File: src/rtl/csr_unit_pkg.sv
// Shared definitions for the machine-mode CSR file: addresses, trap cause codes,
// status/enable bit positions and the CSR access opcodes.
package csr_unit_pkg;

  localparam logic [11:0] CSR_MSTATUS   = 12'h300;
  localparam logic [11:0] CSR_MISA      = 12'h301;
  localparam logic [11:0] CSR_MIE       = 12'h304;
  localparam logic [11:0] CSR_MTVEC     = 12'h305;
  localparam logic [11:0] CSR_MSCRATCH  = 12'h340;
  localparam logic [11:0] CSR_MEPC      = 12'h341;
  localparam logic [11:0] CSR_MCAUSE    = 12'h342;
  localparam logic [11:0] CSR_MTVAL     = 12'h343;
  localparam logic [11:0] CSR_MIP       = 12'h344;
  localparam logic [11:0] CSR_MCYCLE    = 12'hB00;
  localparam logic [11:0] CSR_MINSTRET  = 12'hB02;
  localparam logic [11:0] CSR_MCYCLEH   = 12'hB80;
  localparam logic [11:0] CSR_MINSTRETH = 12'hB82;
  localparam logic [11:0] CSR_MHARTID   = 12'hF14;

  localparam logic [3:0] ECALL_M   = 4'd11;
  localparam logic [3:0] BREAK     = 4'd3;
  localparam logic [3:0] ILLEGAL   = 4'd2;
  localparam logic [3:0] IRQ_EXT   = 4'd11;
  localparam logic [3:0] IRQ_SW    = 4'd3;
  localparam logic [3:0] IRQ_TIMER = 4'd7;

  localparam int unsigned MIE_BIT  = 3;
  localparam int unsigned MPIE_BIT = 7;
  localparam int unsigned MSIE_BIT = 3;
  localparam int unsigned MTIE_BIT = 7;
  localparam int unsigned MEIE_BIT = 11;

  localparam logic [31:0] MIE_MASK = 32'h0000_0888;

  typedef enum logic [1:0] {
    CSR_WR  = 2'b01,
    CSR_SET = 2'b10,
    CSR_CLR = 2'b11
  } csr_op_e;

  // MPP is hard-wired to machine mode.
  function automatic logic [31:0] mstatus_pack(input logic mie, input logic mpie);
    logic [31:0] v;
    v           = '0;
    v[12:11]    = 2'b11;
    v[MPIE_BIT] = mpie;
    v[MIE_BIT]  = mie;
    return v;
  endfunction

endpackage

File: src/rtl/csr_counter64.sv
// 64-bit free-running counter whose halves can be loaded independently by CSR writes.
module csr_counter64 (
  input  logic        clk,
  input  logic        rstn,
  input  logic        inc,
  input  logic        wr_lo,
  input  logic        wr_hi,
  input  logic [31:0] wdata,
  output logic [63:0] count
);

  logic [63:0] count_q, count_d;

  // A write to one half replaces this cycle's increment; the other half holds.
  always_comb begin
    count_d = count_q;
    if (wr_lo) begin
      count_d[31:0] = wdata;
    end else if (wr_hi) begin
      count_d[63:32] = wdata;
    end else if (inc) begin
      count_d = count_q + 64'd1;
    end
  end

  always_ff @(posedge clk or negedge rstn) begin
    if (!rstn) begin
      count_q <= '0;
    end else begin
      count_q <= count_d;
    end
  end

  assign count = count_q;

endmodule

File: src/rtl/csr_unit.sv
// Machine-mode CSR file and trap controller: CSR read/write, exception and
// interrupt entry, mret, and the mcycle/minstret counters.
module csr_unit
  import csr_unit_pkg::*;
#(
  parameter logic [31:0] HARTID    = 32'h0,
  parameter logic [31:0] MISA_VAL  = 32'h4000_1104,
  parameter logic [31:0] MTVEC_RST = 32'h0
) (
  input  logic        clk,
  input  logic        rstn,
  input  logic [11:0] csr_rd_index,
  output logic [31:0] csr_rdat,
  input  logic        csr_wr_en,
  input  logic [11:0] csr_wr_index,
  input  logic [31:0] csr_wdata,
  input  logic        ex_valid,
  input  logic [31:0] ex_pc,
  input  logic        ex_exp,
  input  logic        ex_e_ecfm,
  input  logic        ex_e_bk,
  input  logic        ex_mret,
  input  logic        instret,
  input  logic        irq_ext,
  input  logic        irq_sw,
  input  logic        irq_timer,
  output logic        trap_flush,
  output logic [31:0] trap_target,
  output logic        csr_illegal
);

  logic        mst_mie_q, mst_mie_d, mst_mpie_q, mst_mpie_d;
  logic [31:0] mie_q, mie_d, mtvec_q, mtvec_d, mscratch_q, mscratch_d;
  logic [31:0] mepc_q, mepc_d, mcause_q, mcause_d, mtval_q, mtval_d;
  logic        flush_q, flush_d;
  logic [31:0] target_q, target_d;
  logic [63:0] mcycle, minstret;
  logic [31:0] mip, pend;
  logic        irq_pend, take_exc, take_irq, take_mret, wr_ok, byp;
  logic [3:0]  irq_code, exc_code;

  assign mip      = {20'b0, irq_ext, 3'b0, irq_timer, 3'b0, irq_sw, 3'b0};
  assign pend     = mip & mie_q;
  assign irq_pend = mst_mie_q & (|pend) & ex_valid;

  // The slot behind a flush is being squashed, so nothing in it may act.
  assign take_exc  = ~flush_q & ex_exp;
  assign take_irq  = ~flush_q & ~take_exc & irq_pend;
  assign take_mret = ~flush_q & ~take_exc & ~take_irq & ex_mret;
  assign wr_ok     = ~flush_q & ~take_exc & ~take_irq & csr_wr_en;

  always_comb begin
    if (pend[MEIE_BIT]) irq_code = IRQ_EXT;
    else if (pend[MSIE_BIT]) irq_code = IRQ_SW;
    else irq_code = IRQ_TIMER;
    if (ex_e_ecfm) exc_code = ECALL_M;
    else if (ex_e_bk) exc_code = BREAK;
    else exc_code = ILLEGAL;
  end

  always_comb begin
    mst_mie_d  = mst_mie_q;
    mst_mpie_d = mst_mpie_q;
    mie_d      = mie_q;
    mtvec_d    = mtvec_q;
    mscratch_d = mscratch_q;
    mepc_d     = mepc_q;
    mcause_d   = mcause_q;
    mtval_d    = mtval_q;
    if (wr_ok) begin
      case (csr_wr_index)
        CSR_MSTATUS: begin
          mst_mie_d  = csr_wdata[MIE_BIT];
          mst_mpie_d = csr_wdata[MPIE_BIT];
        end
        CSR_MIE:      mie_d      = csr_wdata & MIE_MASK;
        CSR_MTVEC:    mtvec_d    = csr_wdata & ~32'h3;
        CSR_MSCRATCH: mscratch_d = csr_wdata;
        CSR_MEPC:     mepc_d     = csr_wdata & ~32'h1;
        CSR_MCAUSE:   mcause_d   = csr_wdata;
        CSR_MTVAL:    mtval_d    = csr_wdata;
        default: ;
      endcase
    end
    // Trap updates are applied last so they win over a same-cycle write.
    if (take_exc || take_irq) begin
      mepc_d     = ex_pc & ~32'h1;
      mst_mpie_d = mst_mie_q;
      mst_mie_d  = 1'b0;
      mtval_d    = '0;
      mcause_d   = take_exc ? {28'b0, exc_code} : {1'b1, 27'b0, irq_code};
    end else if (take_mret) begin
      mst_mie_d  = mst_mpie_q;
      mst_mpie_d = 1'b1;
    end
    flush_d  = take_exc | take_irq | take_mret;
    target_d = target_q;
    if (take_exc || take_irq) target_d = mtvec_q;
    else if (take_mret) target_d = mepc_q;
  end

  always_ff @(posedge clk or negedge rstn) begin
    if (!rstn) begin
      mst_mie_q  <= 1'b0;
      mst_mpie_q <= 1'b0;
      mie_q      <= '0;
      mtvec_q    <= MTVEC_RST & ~32'h3;
      mscratch_q <= '0;
      mepc_q     <= '0;
      mcause_q   <= '0;
      mtval_q    <= '0;
      flush_q    <= 1'b0;
      target_q   <= '0;
    end else begin
      mst_mie_q  <= mst_mie_d;
      mst_mpie_q <= mst_mpie_d;
      mie_q      <= mie_d;
      mtvec_q    <= mtvec_d;
      mscratch_q <= mscratch_d;
      mepc_q     <= mepc_d;
      mcause_q   <= mcause_d;
      mtval_q    <= mtval_d;
      flush_q    <= flush_d;
      target_q   <= target_d;
    end
  end

  csr_counter64 u_mcycle (
    .clk   (clk),
    .rstn  (rstn),
    .inc   (1'b1),
    .wr_lo (wr_ok && csr_wr_index == CSR_MCYCLE),
    .wr_hi (wr_ok && csr_wr_index == CSR_MCYCLEH),
    .wdata (csr_wdata),
    .count (mcycle)
  );

  csr_counter64 u_minstret (
    .clk   (clk),
    .rstn  (rstn),
    .inc   (instret & ~take_irq),
    .wr_lo (wr_ok && csr_wr_index == CSR_MINSTRET),
    .wr_hi (wr_ok && csr_wr_index == CSR_MINSTRETH),
    .wdata (csr_wdata),
    .count (minstret)
  );

  // Read port with bypass of a same-cycle write to the same index.
  always_comb begin
    byp         = wr_ok && (csr_wr_index == csr_rd_index);
    csr_rdat    = '0;
    csr_illegal = 1'b0;
    case (csr_rd_index)
      CSR_MSTATUS:   csr_rdat = byp ? mstatus_pack(csr_wdata[MIE_BIT], csr_wdata[MPIE_BIT])
                                    : mstatus_pack(mst_mie_q, mst_mpie_q);
      CSR_MISA:      csr_rdat = MISA_VAL;
      CSR_MIE:       csr_rdat = byp ? (csr_wdata & MIE_MASK) : mie_q;
      CSR_MTVEC:     csr_rdat = byp ? (csr_wdata & ~32'h3) : mtvec_q;
      CSR_MSCRATCH:  csr_rdat = byp ? csr_wdata : mscratch_q;
      CSR_MEPC:      csr_rdat = byp ? (csr_wdata & ~32'h1) : mepc_q;
      CSR_MCAUSE:    csr_rdat = byp ? csr_wdata : mcause_q;
      CSR_MTVAL:     csr_rdat = byp ? csr_wdata : mtval_q;
      CSR_MIP:       csr_rdat = mip;
      CSR_MCYCLE:    csr_rdat = byp ? csr_wdata : mcycle[31:0];
      CSR_MCYCLEH:   csr_rdat = byp ? csr_wdata : mcycle[63:32];
      CSR_MINSTRET:  csr_rdat = byp ? csr_wdata : minstret[31:0];
      CSR_MINSTRETH: csr_rdat = byp ? csr_wdata : minstret[63:32];
      CSR_MHARTID:   csr_rdat = HARTID;
      default:       csr_illegal = 1'b1;
    endcase
  end

  assign trap_flush  = flush_q;
  assign trap_target = target_q;

endmodule
File: config.mk
export PLATFORM = sky130hd
export DESIGN_NAME = csr_unit
export DESIGN_NICKNAME = d
export VERILOG_FILES = /design/src/rtl/csr_unit_pkg.sv /design/src/rtl/csr_counter64.sv /design/src/rtl/csr_unit.sv
export SDC_FILE = /design/constraint.sdc
export NUM_CORES = 1
export LEC_CHECK = 0
export CAP_MARGIN = 20
export CORE_MARGIN = 5
export CORE_UTILIZATION = 55
export CTS_BUF_LIST = sky130_fd_sc_hd__clkbuf_4 sky130_fd_sc_hd__clkbuf_8 sky130_fd_sc_hd__clkbuf_16
export DETAILED_ROUTE_END_ITERATION = 8
export PLACE_DENSITY = 0.76
export SYNTH_ARGS = -nofsm -noshare
export SYNTH_HDL_FRONTEND = slang
export SYNTH_SLANG_ARGS = --single-unit
File: constraint.sdc
create_clock -name clk -period 3.3 [get_ports clk]
set_input_delay 0.33 -clock clk [delete_from_list [all_inputs] [get_ports clk]]
set_output_delay 0.33 -clock clk [all_outputs]
set_load 0.005 [all_outputs]
# Yosys cells after proc, flatten, opt, wreduce, memory -nomap -nowiden
# Index checks and enable logic that the tools add are counted.
[word_totals] regBits=324
[op_classes] n_addsub=2 n_eq_ne=28 n_mux=44 n_bitwise=16 n_reduce_logical=26
[ops] op="$mux W32" n=27
[ops] op="$pmux W32 S13" n=1
[ops] op="$eq A12 B10 Y1 const B" n=16
[ops] op="$add A64 B1 Y64 const B" n=2
[ops] op="$eq A12 B12 Y1 const B" n=9
[ops] op="$mux W64" n=1
[ops] op="$reduce_or A32 Y1" n=1
[ops] op="$reduce_and A2 Y1" n=9
[ops] op="$reduce_bool A2 Y1" n=7
[ops] op="$reduce_or A14 Y1" n=1
[ops] op="$and A12 B12 Y12" n=1
[ops] op="$eq A12 B12 Y1" n=1
[ops] op="$mux W12" n=1
[ops] op="$mux W1" n=10
[ops] op="$and A1 B1 Y1" n=9
[ops] op="$mux W4" n=2
[ops] op="$mux W8" n=1
[ops] op="$reduce_bool A3 Y1" n=2
[ops] op="$logic_and A1 B1 Y1" n=5
[ops] op="$ne A2 B1 Y1 const B" n=2
[ops] op="$not A1 Y1" n=4
[ops] op="$mux W3" n=1
[ops] op="$or A1 B1 Y1" n=2
[ops] op="$logic_or A1 B1 Y1" n=1

# Logic depth before layout (Yosys ltp)
# Gate-level depths: netlist of the first run.
[logic_depth] word_depth=11 mapped_depth=9 mapped_depth_nobuf=7

# Cells and area by module
# From an unflattened synthesis of the first run, not the netlist that was laid out.
[unflattened] hier_cells=2174 area_unflattened_um2=19852.8
[modules_own_cells] mod="csr_unit" n_inst=1 cells_each=1133 area_per_inst_um2=11258.3 seq_area_each_um2=4854.7
[modules_own_cells] mod="csr_counter64 at u_minstret" n_inst=1 cells_each=523 area_per_inst_um2=4351.7 seq_area_each_um2=1601.5
[modules_own_cells] mod="csr_counter64 at u_mcycle" n_inst=1 cells_each=518 area_per_inst_um2=4242.8 seq_area_each_um2=1601.5

# Least setup slack after synthesis of the first run
# Ideal clock, no wire load.
[synth_path] path_kind="register -> output" startpoint="register flush_q (netlist: trap_flush)" endpoint="output port csr_rdat[0]" arrival_time_ns=2.226 t_required_ns=2.970 slack_ns=0.744 path_stages_with_launch=9 cell_sequence="dfrtp_1 -> buf_2 -> nor3b_4 -> o211ai_2 -> buf_6 -> or4_4 -> buf_6 -> a211o_1 -> a311oi_1"
[synth_between] elab_chain_len=11 word_cells_on_any_way=18 cone_classes="9 x mux; 8 x bitwise; 1 x reduce/logical"
[synth_lines] element="from (decl)" line_no="csr_unit.sv:35" source="logic flush_q, flush_d;"
[synth_lines] element="from (signal assigned)" line_no="csr_unit.sv:123" source="flush_q <= flush_d;"
[synth_lines] element="$not A1 Y1 (*)" line_no="csr_unit.sv:47, csr_unit.sv:48, csr_unit.sv:50"
[synth_lines] element="$and A1 B1 Y1" line_no="csr_unit.sv:47" source="assign take_exc = ~flush_q & ex_exp;"
[synth_lines] element="$not A1 Y1" line_no="csr_unit.sv:48, csr_unit.sv:50"
[synth_lines] element="$and A1 B1 Y1 (*)" line_no="csr_unit.sv:48, csr_unit.sv:50"
[synth_lines] element="$and A1 B1 Y1" line_no="csr_unit.sv:48" source="assign take_irq = ~flush_q & ~take_exc & irq_pend;"
[synth_lines] element="$not A1 Y1" line_no="csr_unit.sv:50" source="assign wr_ok = ~flush_q & ~take_exc & ~take_irq & csr_wr_en;"
[synth_lines] element="$and A1 B1 Y1 (*) (2 in a row)" line_no="csr_unit.sv:50"
[synth_lines] element="$logic_and A1 B1 Y1 (*)" line_no="csr_unit.sv:150" source="byp = wr_ok && (csr_wr_index == csr_rd_index);"
[synth_lines] element="$mux W32, or another cell as far along" line_no="csr_unit.sv:167" source="CSR_MINSTRETH: csr_rdat = byp ? csr_wdata : minstret[63:32];"
[synth_lines] element="$pmux W32 S13 (*)" line_no="csr_unit.sv:153" source="case (csr_rd_index)"
[synth_lines] element="to (decl)" line_no="csr_unit.sv:13" source="output logic [31:0] csr_rdat,"
# Every way passes the cells marked *; elsewhere a longest branch is shown, timed or not.

# Worst setup path after layout of the first run
[layout_path] startpoint="register flush_q (netlist: trap_flush)" endpoint="output port csr_rdat[7]"
[layout_between] elab_chain_len=11 word_cells_on_any_way=21 cone_classes="12 x mux; 8 x bitwise; 1 x reduce/logical"
[layout_lines] element="$not A1 Y1 (*)" line_no="csr_unit.sv:47, csr_unit.sv:48, csr_unit.sv:50"
[layout_lines] element="$and A1 B1 Y1" line_no="csr_unit.sv:47"
[layout_lines] element="$not A1 Y1" line_no="csr_unit.sv:48, csr_unit.sv:50"
[layout_lines] element="$and A1 B1 Y1 (*)" line_no="csr_unit.sv:48, csr_unit.sv:50"
[layout_lines] element="$and A1 B1 Y1" line_no="csr_unit.sv:48"
[layout_lines] element="$not A1 Y1" line_no="csr_unit.sv:50"
[layout_lines] element="$and A1 B1 Y1 (*) (2 in a row)" line_no="csr_unit.sv:50"
[layout_lines] element="$logic_and A1 B1 Y1 (*)" line_no="csr_unit.sv:150"
[layout_lines] element="$mux W32, or another cell as far along" line_no="csr_unit.sv:167"
[layout_lines] element="$pmux W32 S13 (*)" line_no="csr_unit.sv:153"
# Marked as above.

==> flow_metrics.env, run 1 <==
export IMPL_status="finished clean"
export IMPL_peakVddDrop_v=0.0005013
export IMPL_async_reset_ff_share_pct=100.0
export IMPL_syn_avg_cell_area_um2=8.822
export IMPL_syn_nets=2281
export IMPL_finalPower_uw=10560
export IMPL_yosysWarnings=0
export IMPL_hold_end="mepc_q[8]"
export IMPL_grtUsageTotal_pct=43.18
export IMPL_clock_sinks=322
export IMPL_numPortBuffers=163
export IMPL_ios=166
export IMPL_die_area_um2=38790
export IMPL_p_leak_uw=0.01055
export IMPL_antenna_found_initial=4
export IMPL_grt_max_degree=119
export IMPL_cts_root_buf="clkbuf_16"
export IMPL_critPathRequiredTime_ns=2.97
export IMPL_post_route_period_util_pct=97.42
export IMPL_cts_clk_slew_worst_paths_ns=0.06
export IMPL_cts_max_level=2
export IMPL_ys_seq_area_share_pct=41.92
export IMPL_die_h_um=196.9
export IMPL_synth_cell_types=89
export IMPL_rows=68
export IMPL_place_congestion=1.039
export IMPL_vias=20534
export IMPL_grt_pass1_vias=20190
export IMPL_start_util_pct=55.65
export IMPL_nets=2591
export IMPL_powerDensity_nw_per_um2=423.6
export IMPL_setup_ws_ns=0.08512
export IMPL_tightest_slew_ns=1.111
export IMPL_netlist_area_um2=19220
export IMPL_clock_latency_ns=0.53
export IMPL_cp_end_kind="output port"
export IMPL_routed_wl_um=86120
export IMPL_r2r_end="u_mcycle.count[52]"
export IMPL_setup_violations=0
export IMPL_drive_gt1_share_pct=22.07
export IMPL_grt_pass1_wl_um=127300
export IMPL_synth_seq_cells=322
export IMPL_r2r_start="u_mcycle.count[1]"
export IMPL_wl_per_cell_um=28.97
export IMPL_reg2regPathDepth=8
export IMPL_core_area_um2=34540
export IMPL_final_common_cell="dfrtp_1"
export IMPL_maxSlewViolCount=0
export IMPL_critPathMaxFanout=5
export IMPL_drtAntennaViolNets=0
export IMPL_hold_depth=3
export IMPL_fin_tns_setup_ns=0
export IMPL_numCtsBuffers=37
export IMPL_dpl_hpwl_um=62010
export IMPL_max_slew_margin_rel_pct=25.15
export IMPL_firstDrtPassIters=8
export IMPL_worst_clock_skew_ns=0.008965
export IMPL_final_cell_mix="321 x dfrtp_1, 289 x nand2_1, 245 x buf_4"
export IMPL_drcViolationCount=0
export IMPL_finalHoldViolations=0
export IMPL_clockBufferDepth=3
export IMPL_cp_data_arrival_time_ns=2.88
export IMPL_reg2reg_setup_slack_ns=0.30
export IMPL_synth_edf_count=0
export IMPL_min_period_ns=3.215
export IMPL_rsz0062_at_grt="false"
export IMPL_area_delta_synth_final_pct=29.72
export IMPL_max_freq_mhz=311.1
export IMPL_fp_dieW_um=196.9
export IMPL_hold_start="ex_pc[8]"
export IMPL_synth_main_ff_cell="dfrtp_1"
export IMPL_drv_cap=0
export IMPL_hp_class="in2reg"
export IMPL_final_util_pct=72.19
export IMPL_critPathKind="reg2out"
export IMPL_start_kind="flip-flop"
export IMPL_post_place_ws_ns=-0.6172
export IMPL_synthCells=2179
export IMPL_cts_tree="built"
export IMPL_grt_overflow=0
export IMPL_n_fill_cell=2592
export IMPL_post_drt_via_cell_ratio=6.907
export IMPL_drtIter0Drc=2858
-- layout make-up --
type	count	area, um2	area share (%)
Multi-Input combinational cell	1651	10630	42.62
Sequential cell	322	8059	32.32
Timing Repair Buffer	454	4282	17.17
Clock buffer	52	1124	4.506
Tap cell	455	569.3	2.283
Clock inverter	13	181.4	0.7276
Inverter	23	86.33	0.3462
Antenna cell	3	7.507	0.03011
-- worst max-delay path, cell delays in order (launching register included) --
cell and delay, ns:
dfrtp_1 0.42, nor3b_4 0.22, o211ai_2 0.15, or4_4 0.51, buf_4 0.17, buf_6 0.10, o21ai_0 0.07, a211oi_1 0.08
a32oi_1 0.24, buf_4 0.17, dlygate4sd2_1 0.23
-- power breakdown --
part	switching (uW)	internal (uW)	leakage, uW	total [uW]
registers	319	4200	0.00411	4510
logic	916	688	0.00580	1600
clock network	1750	2700	0.000647	4440
-- routing by layer --
metal | vias up | share of wire, % | GRT usage [%]
li1 | 8614 | - | -
met1 | 10001 | 37 | 57.55
met2 | 1581 | 43 | 63.74
met3 | 336 | 15 | 15.79
met4 | 2 | 5.4 | 18.62
met5 | - | 0.0081 | 0
-- worst max path at each step --
| stage | start | to |
|---|---|---|
| after floorplan | trap_flush | csr_rdat[0] |
| after global placement | csr_rd_index[4] | csr_rdat[9] |
| after detailed placement | csr_rd_index[4] | csr_rdat[9] |
| after CTS | trap_flush | csr_rdat[12] |
| after global routing | trap_flush | csr_rdat[4] |
| final | trap_flush | csr_rdat[7] |
-- what timing repair did --
action | 4_1_cts | 5_1_grt
buffers inserted | 19 | 7
hold buffers | 1 | 0
cloned | 2 | 0
endpoints found under the hold margin | 77 | 0
setup endpoints to repair | 33 | 7
gates resized for setup | 95 | 20
pin swaps | 24 | 10
-- per-stage QoR --
step / instance area [um2] / hold WS (ns) / instances
2_1_floorplan: 19220 / 0.03441 / 2179
3_3_place_gp: 23130 / 0.4074 / 2877
3_5_place_dp: 23130 / 0.4102 / 2877
4_1_cts: 24840 / 0.3683 / 2963
5_1_grt: 24930 / 0.3863 / 2971
6_report: 24940 / 0.3764 / 2973
-- cells in the mapped netlist, drive strengths merged (55+ instances only) --
master  count  area [um2]
mux2       96        1081
nor2      174       660.6
nor3       57       326.6
nand4      55       369.1
mux2i      85       850.8
o21ai     114       570.5
clkbuf    131       493.0
nand2     290        1091
nor4       55       426.7
a21oi     246        1231
nand3      74       370.4
dfrtp     322        8058
-- registers in the layout, indices dropped and copies added (netlist names) --
signal	cells
trap_flush	1
mie_q	3
mtval_q	32
u_minstret.count	64
mscratch_q	32
u_mcycle.count	64
mcause_q	32
trap_target	31
mepc_q	31
mst_mie_q	1
mst_mpie_q	1
mtvec_q	30
-- cells by family (layout without fill, tap and decap cells) --
| group | after synthesis | in the layout | synth area share [%] |
|---|---|---|---|
| multiplexers | 185 | 185 | 10.52 |
| AO/OA/AOI/OAI | 590 | 590 | 19.03 |
| AND/OR/NAND/NOR | 802 | 802 | 20.64 |
| buffers and inverters | 206 | 542 | 4.504 |
| adder cells (fa/ha/maj) | 2 | 2 | 0.1302 |
| XOR/XNOR | 71 | 71 | 3.235 |
| other | 1 | 4 | 0.01951 |
| flip-flops | 322 | 322 | 41.92 |
No activity file was read; power rests on OpenSTA's default activity.
==> run 2, diff against run 1 <==
Settings changed: SKIP_CTS_REPAIR_TIMING from default to 1.
==> run 2 against run 1 <==
Compared with the run above:
- the flow now finishes with violations (setup timing)
- fmax decreased by 3.6%
- sequential power barely moved
- register-to-register slack better by 0.03 ns
- critical endpoint unchanged
==> flow_metrics.env, run 2 (synthesis results as in run 1) <==
export IMPL_status="finished, violations left"
export IMPL_violations="setup timing"
export IMPL_firstDrtPassIters=9
export IMPL_rsz0062_at_grt="true"
export IMPL_critPathMaxFanout=8
export IMPL_finalPower_uw=10550
export IMPL_numPortBuffers=163
export IMPL_min_period_ns=3.336
export IMPL_peakVddDrop_v=0.0004997
export IMPL_final_cell_mix="320 x dfrtp_1, 289 x nand2_1, 239 x buf_4"
export IMPL_nets=2583
export IMPL_drive_gt1_share_pct=22.02
export IMPL_fp_dieW_um=196.9
export IMPL_grt_max_degree=119
export IMPL_area_delta_synth_final_pct=30.40
export IMPL_cts_max_level=2
export IMPL_cp_end_kind="output port"
export IMPL_hp_class="in2reg"
export IMPL_dpl_hpwl_um=62010
export IMPL_final_common_cell="dfrtp_1"
export IMPL_ios=166
export IMPL_n_fill_cell=2557
export IMPL_cp_data_arrival_time_ns=3.01
export IMPL_max_freq_mhz=299.7
export IMPL_clockBufferDepth=3
export IMPL_rows=68
export IMPL_p_leak_uw=0.01091
export IMPL_tightest_slew_ns=1.080
export IMPL_max_slew_margin_rel_pct=27.20
export IMPL_critPathKind="reg2out"
export IMPL_wl_per_cell_um=28.99
export IMPL_numCtsBuffers=37
export IMPL_clock_sinks=322
export IMPL_cts_root_buf="clkbuf_16"
export IMPL_drv_cap=0
export IMPL_critPathRequiredTime_ns=2.97
export IMPL_drtAntennaViolNets=0
export IMPL_finalHoldViolations=0
export IMPL_drtIter0Drc=2624
export IMPL_antenna_found_initial=4
export IMPL_grtUsageTotal_pct=42.71
export IMPL_grt_pass1_wl_um=125900
export IMPL_cts_clk_slew_worst_paths_ns=0.06
export IMPL_vias=20552
export IMPL_post_route_period_util_pct=101.1
export IMPL_powerDensity_nw_per_um2=420.9
export IMPL_setup_ws_ns=-0.03616
export IMPL_setup_violations=3
export IMPL_cts_tree="built"
export IMPL_grt_overflow=0
export IMPL_maxSlewViolCount=0
export IMPL_drcViolationCount=0
export IMPL_start_util_pct=55.65
export IMPL_core_area_um2=34540
export IMPL_post_drt_via_cell_ratio=6.927
export IMPL_clock_latency_ns=0.53
export IMPL_grt_pass1_vias=19970
export IMPL_die_area_um2=38790
export IMPL_final_util_pct=72.57
export IMPL_die_h_um=196.9
export IMPL_place_congestion=1.039
export IMPL_routed_wl_um=86020
export IMPL_worst_clock_skew_ns=0.01215
export IMPL_start_kind="flip-flop"
[run 2: changes by cell type in the layout (fill, tap and decap cells not counted), sizes merged]
cell and delta:
dlygate4sd2 -35, dlymetal6s2s +34, buf -12, clkdlybuf4s50 +5, diode +2
[run 2: cell type report]
| class | count | area (um2) | share of cell area, % |
|---|---|---|---|
| sequential | 322 | 8060 | 32.16 |
| clock inverter | 13 | 181.4 | 0.7238 |
| inverter | 23 | 86.33 | 0.3444 |
| clock buffer | 52 | 1124 | 4.482 |
| multi-input combinational | 1651 | 10690 | 42.65 |
| tap | 455 | 569.3 | 2.271 |
| antenna | 5 | 12.51 | 0.04992 |
| timing repair buffer | 446 | 4342 | 17.32 |
[run 2: power by group]
part / internal [uW] / switching [uW] / total, uW
sequential: 4200 / 317 / 4510
clock: 2700 / 1730 / 4430
combinational: 693 / 916 / 1610
[run 2: worst max-delay path, stage by stage (launching register included)]
cell and delay, ns:
dfrtp_1 0.42, nor3b_4 0.24, o211ai_2 0.13, or4_4 0.59
o21ai_0 0.12, a211oi_1 0.07, a32oi_1 0.24, buf_4 0.18
clkdlybuf4s50_1 0.49
[run 2: worst paths after layout]
kind                                    from                   end  slack (ns)  depth (start not counted)
max                               trap_flush           csr_rdat[7]       -0.04                          8
min                                 ex_pc[7]             mepc_q[7]        0.38                          3
max reg2reg                u_mcycle.count[1]    u_mcycle.count[52]        0.33                          8
min reg2reg                   mscratch_q[17]        mscratch_q[17]        0.51                          1
max in group asynchronous               rstn  u_minstret.count[59]        1.91                          3
min in group asynchronous               rstn  u_minstret.count[35]        0.41                          2
[run 2: metal layers]
metal | share of wire [%] | up-vias | global-route usage, %
li1 | - | 8595 | -
met1 | 37 | 10008 | 57.44
met2 | 43 | 1604 | 62.82
met3 | 15 | 341 | 15.15
met4 | 5.6 | 4 | 18.36
met5 | 0.026 | - | 0
[run 2: per-stage QoR]
| step | hold slack, ns | setup TNS (ns) | setup slack, ns | cell area, um2 | instances |
|---|---|---|---|---|---|
| after floorplan | 0.03441 | 0 | 0.7441 | 19220 | 2179 |
| after global placement | 0.4074 | -10.95 | -0.5743 | 23130 | 2877 |
| after detailed placement | 0.4102 | -12.00 | -0.6172 | 23130 | 2877 |
| after CTS | -0.1447 | -12.20 | -0.6267 | 24430 | 2942 |
| after global routing | 0.3863 | -0.2856 | -0.08393 | 25060 | 2963 |
| final | 0.3764 | -0.06278 | -0.03616 | 25070 | 2967 |
==> edit (config.mk and constraints of run 2) <==
Register the output `trap_target` once more, without a reset; this adds one clock of latency there. The other outputs are not delayed to match.
--- a/src/rtl/csr_unit.sv
+++ b/src/rtl/csr_unit.sv
@@ -172,5 +172,7 @@
 
   assign trap_flush  = flush_q;
-  assign trap_target = target_q;
+  always_ff @(posedge clk) begin
+    trap_target <= target_q;
+  end
 
 endmodule
Check against the original RTL: not equivalent (Yosys sat finds a counterexample within 4 cycles, from zero or initial values and one cycle with rstn low).
==> edit against run 2 <==
The run still ends with setup timing left. Cell area shrank 1.8%. Area after synthesis shrank 1.1%. Power up 3.3%. Cell count fell by 3.7%. Routed wire length shrank 8.4%. Non-clock buffer count fell by 40. Via count shrank 5.1%. Sequential cell count rose by 31. First-iteration DRC count up 7.4%. Setup slack improved by 0.0034 ns. Clock power rose by 5.9%. Synthesized cell count decreased by 3.2%. Count of clock-buffer cells in the layout increased by 7. Critical path type is now primary input to primary output.
==> edit: results (changes against run 2) <==
* Result of the run: finished with violations
* Failing checks: setup timing
* Placed wire-length estimate at 55.7 mm (-10%)
* Mean post-synth cell area at 9.01 µm² (+2.1%)
* Dpl ws at -0.316 ns (+0.301 ns)
* TNS Setup at -0.0364 ns (+0.0263 ns)
* Final setup viols at 2 (-1)
* DRT iter0 DRCs at 2,817 (+7.4%)
* Register area share after synthesis at 0.457 (+0.0374)
* Post-synth ARST share at 0.912 (-0.0878)
* Max stage delay on crit path at 0.51 ns (-0.08 ns)
* Final Non-Filler Cells at 2,857 (-3.7%)
* WL met2 at 34.2 mm (-6.4%)
* Metal3 WL at 10.9 mm (-14%)
* Placer congestion estimate at 1.05 (+1.0%)
* Clk_skew at 0.0178 ns (+0.00564 ns)
* Nets at 2,472 (-4.3%)
* GRT Resource Usage Total at 0.390 (-0.0369)
* Part of the power in registers at 0.453 (+0.025)
* Vias/cell at 6.82 (-1.5%)
* Leading post-synthesis cells by cell area: dfrtp_1, nand2_1, a21oi_1, mux2_2, mux2i_1
* Comb power frac at 0.116 (-0.037)
* Met1 Track Usage GR at 0.548 (-0.0260)
* Final worst slack at -0.0328 ns (+0.00341 ns)
* Met3 usage in global routing at 0.110 (-0.0412)
* Dpl cell area at 22,600 µm² (-2.4%)
* Cells after DPL at 2,753 (-4.3%)
* Grt met2 use at 0.584 (-0.0446)
* Layout cell share with drive strength beyond 1 at 0.193 (-0.0277)
* Met1 wire length at 30.0 mm (-5.8%)
* Worst-Margin Slew at 1.09 ns (+0.0127 ns)
[edit: changes by cell type after synthesis, moves of 28 or more]
| cell | run 2 | this run |
|---|---|---|
| mux2_2 | 95 | 62 |
| dfxtp_1 | 0 | 31 |
| buf_2 | 37 | 5 |
| clkbuf_1 | 130 | 170 |
| a222oi_1 | 3 | 31 |
| a21oi_1 | 246 | 167 |
[edit: path summary, 6_finish.rpt]
kind                            slack (ns)  cells after the start                      end               startpoint
max in group asynchronous             2.01                      3  mtval_q[23]$_DFFE_PN0P_                     rstn
worst min register to register        0.37                      0   trap_target[2]$_DFF_P_  target_q[2]$_DFFE_PN0P_
worst max register to register        0.31                      8  mtvec_q[13]$_DFFE_PN0P_    mie_q[11]$_DFFE_PN0P_
min in group asynchronous             0.41                      2     mie_q[3]$_DFFE_PN0P_                     rstn
worst max-delay path                 -0.03                     11             csr_rdat[21]          csr_rd_index[6]
worst min-delay path                  0.35                      3   mepc_q[18]$_DFFE_PN0P_                ex_pc[18]
[edit: kinds of logic after synthesis]
kind of cell,count (synthesis),share of synthesized area
AO/OA/AOI/OAI,520,0.182
XOR/XNOR,71,0.0327
adder cells (fa/ha/maj),2,0.00132
buffers and inverters,213,0.0432
flip-flops,353,0.457
multiplexers,130,0.0725
other,1,0.000197
AND/OR/NAND/NOR,820,0.211
[edit: cell type report]
class,count,area (µm²)
fill,2606,9760
clock inverter,12,181
clock buffer,59,1200
timing repair buffer,406,4020
sequential,353,8680
tap,455,569
multi-input combinational,1544,9860
antenna,2,5.00
inverter,26,97.6
[edit: worst max-delay path: cells and delay by family]
kind | cells | cell delay, ns
compound gates | 2 | 0.24
buf+inv | 6 | 1.75
simple gates | 3 | 0.68
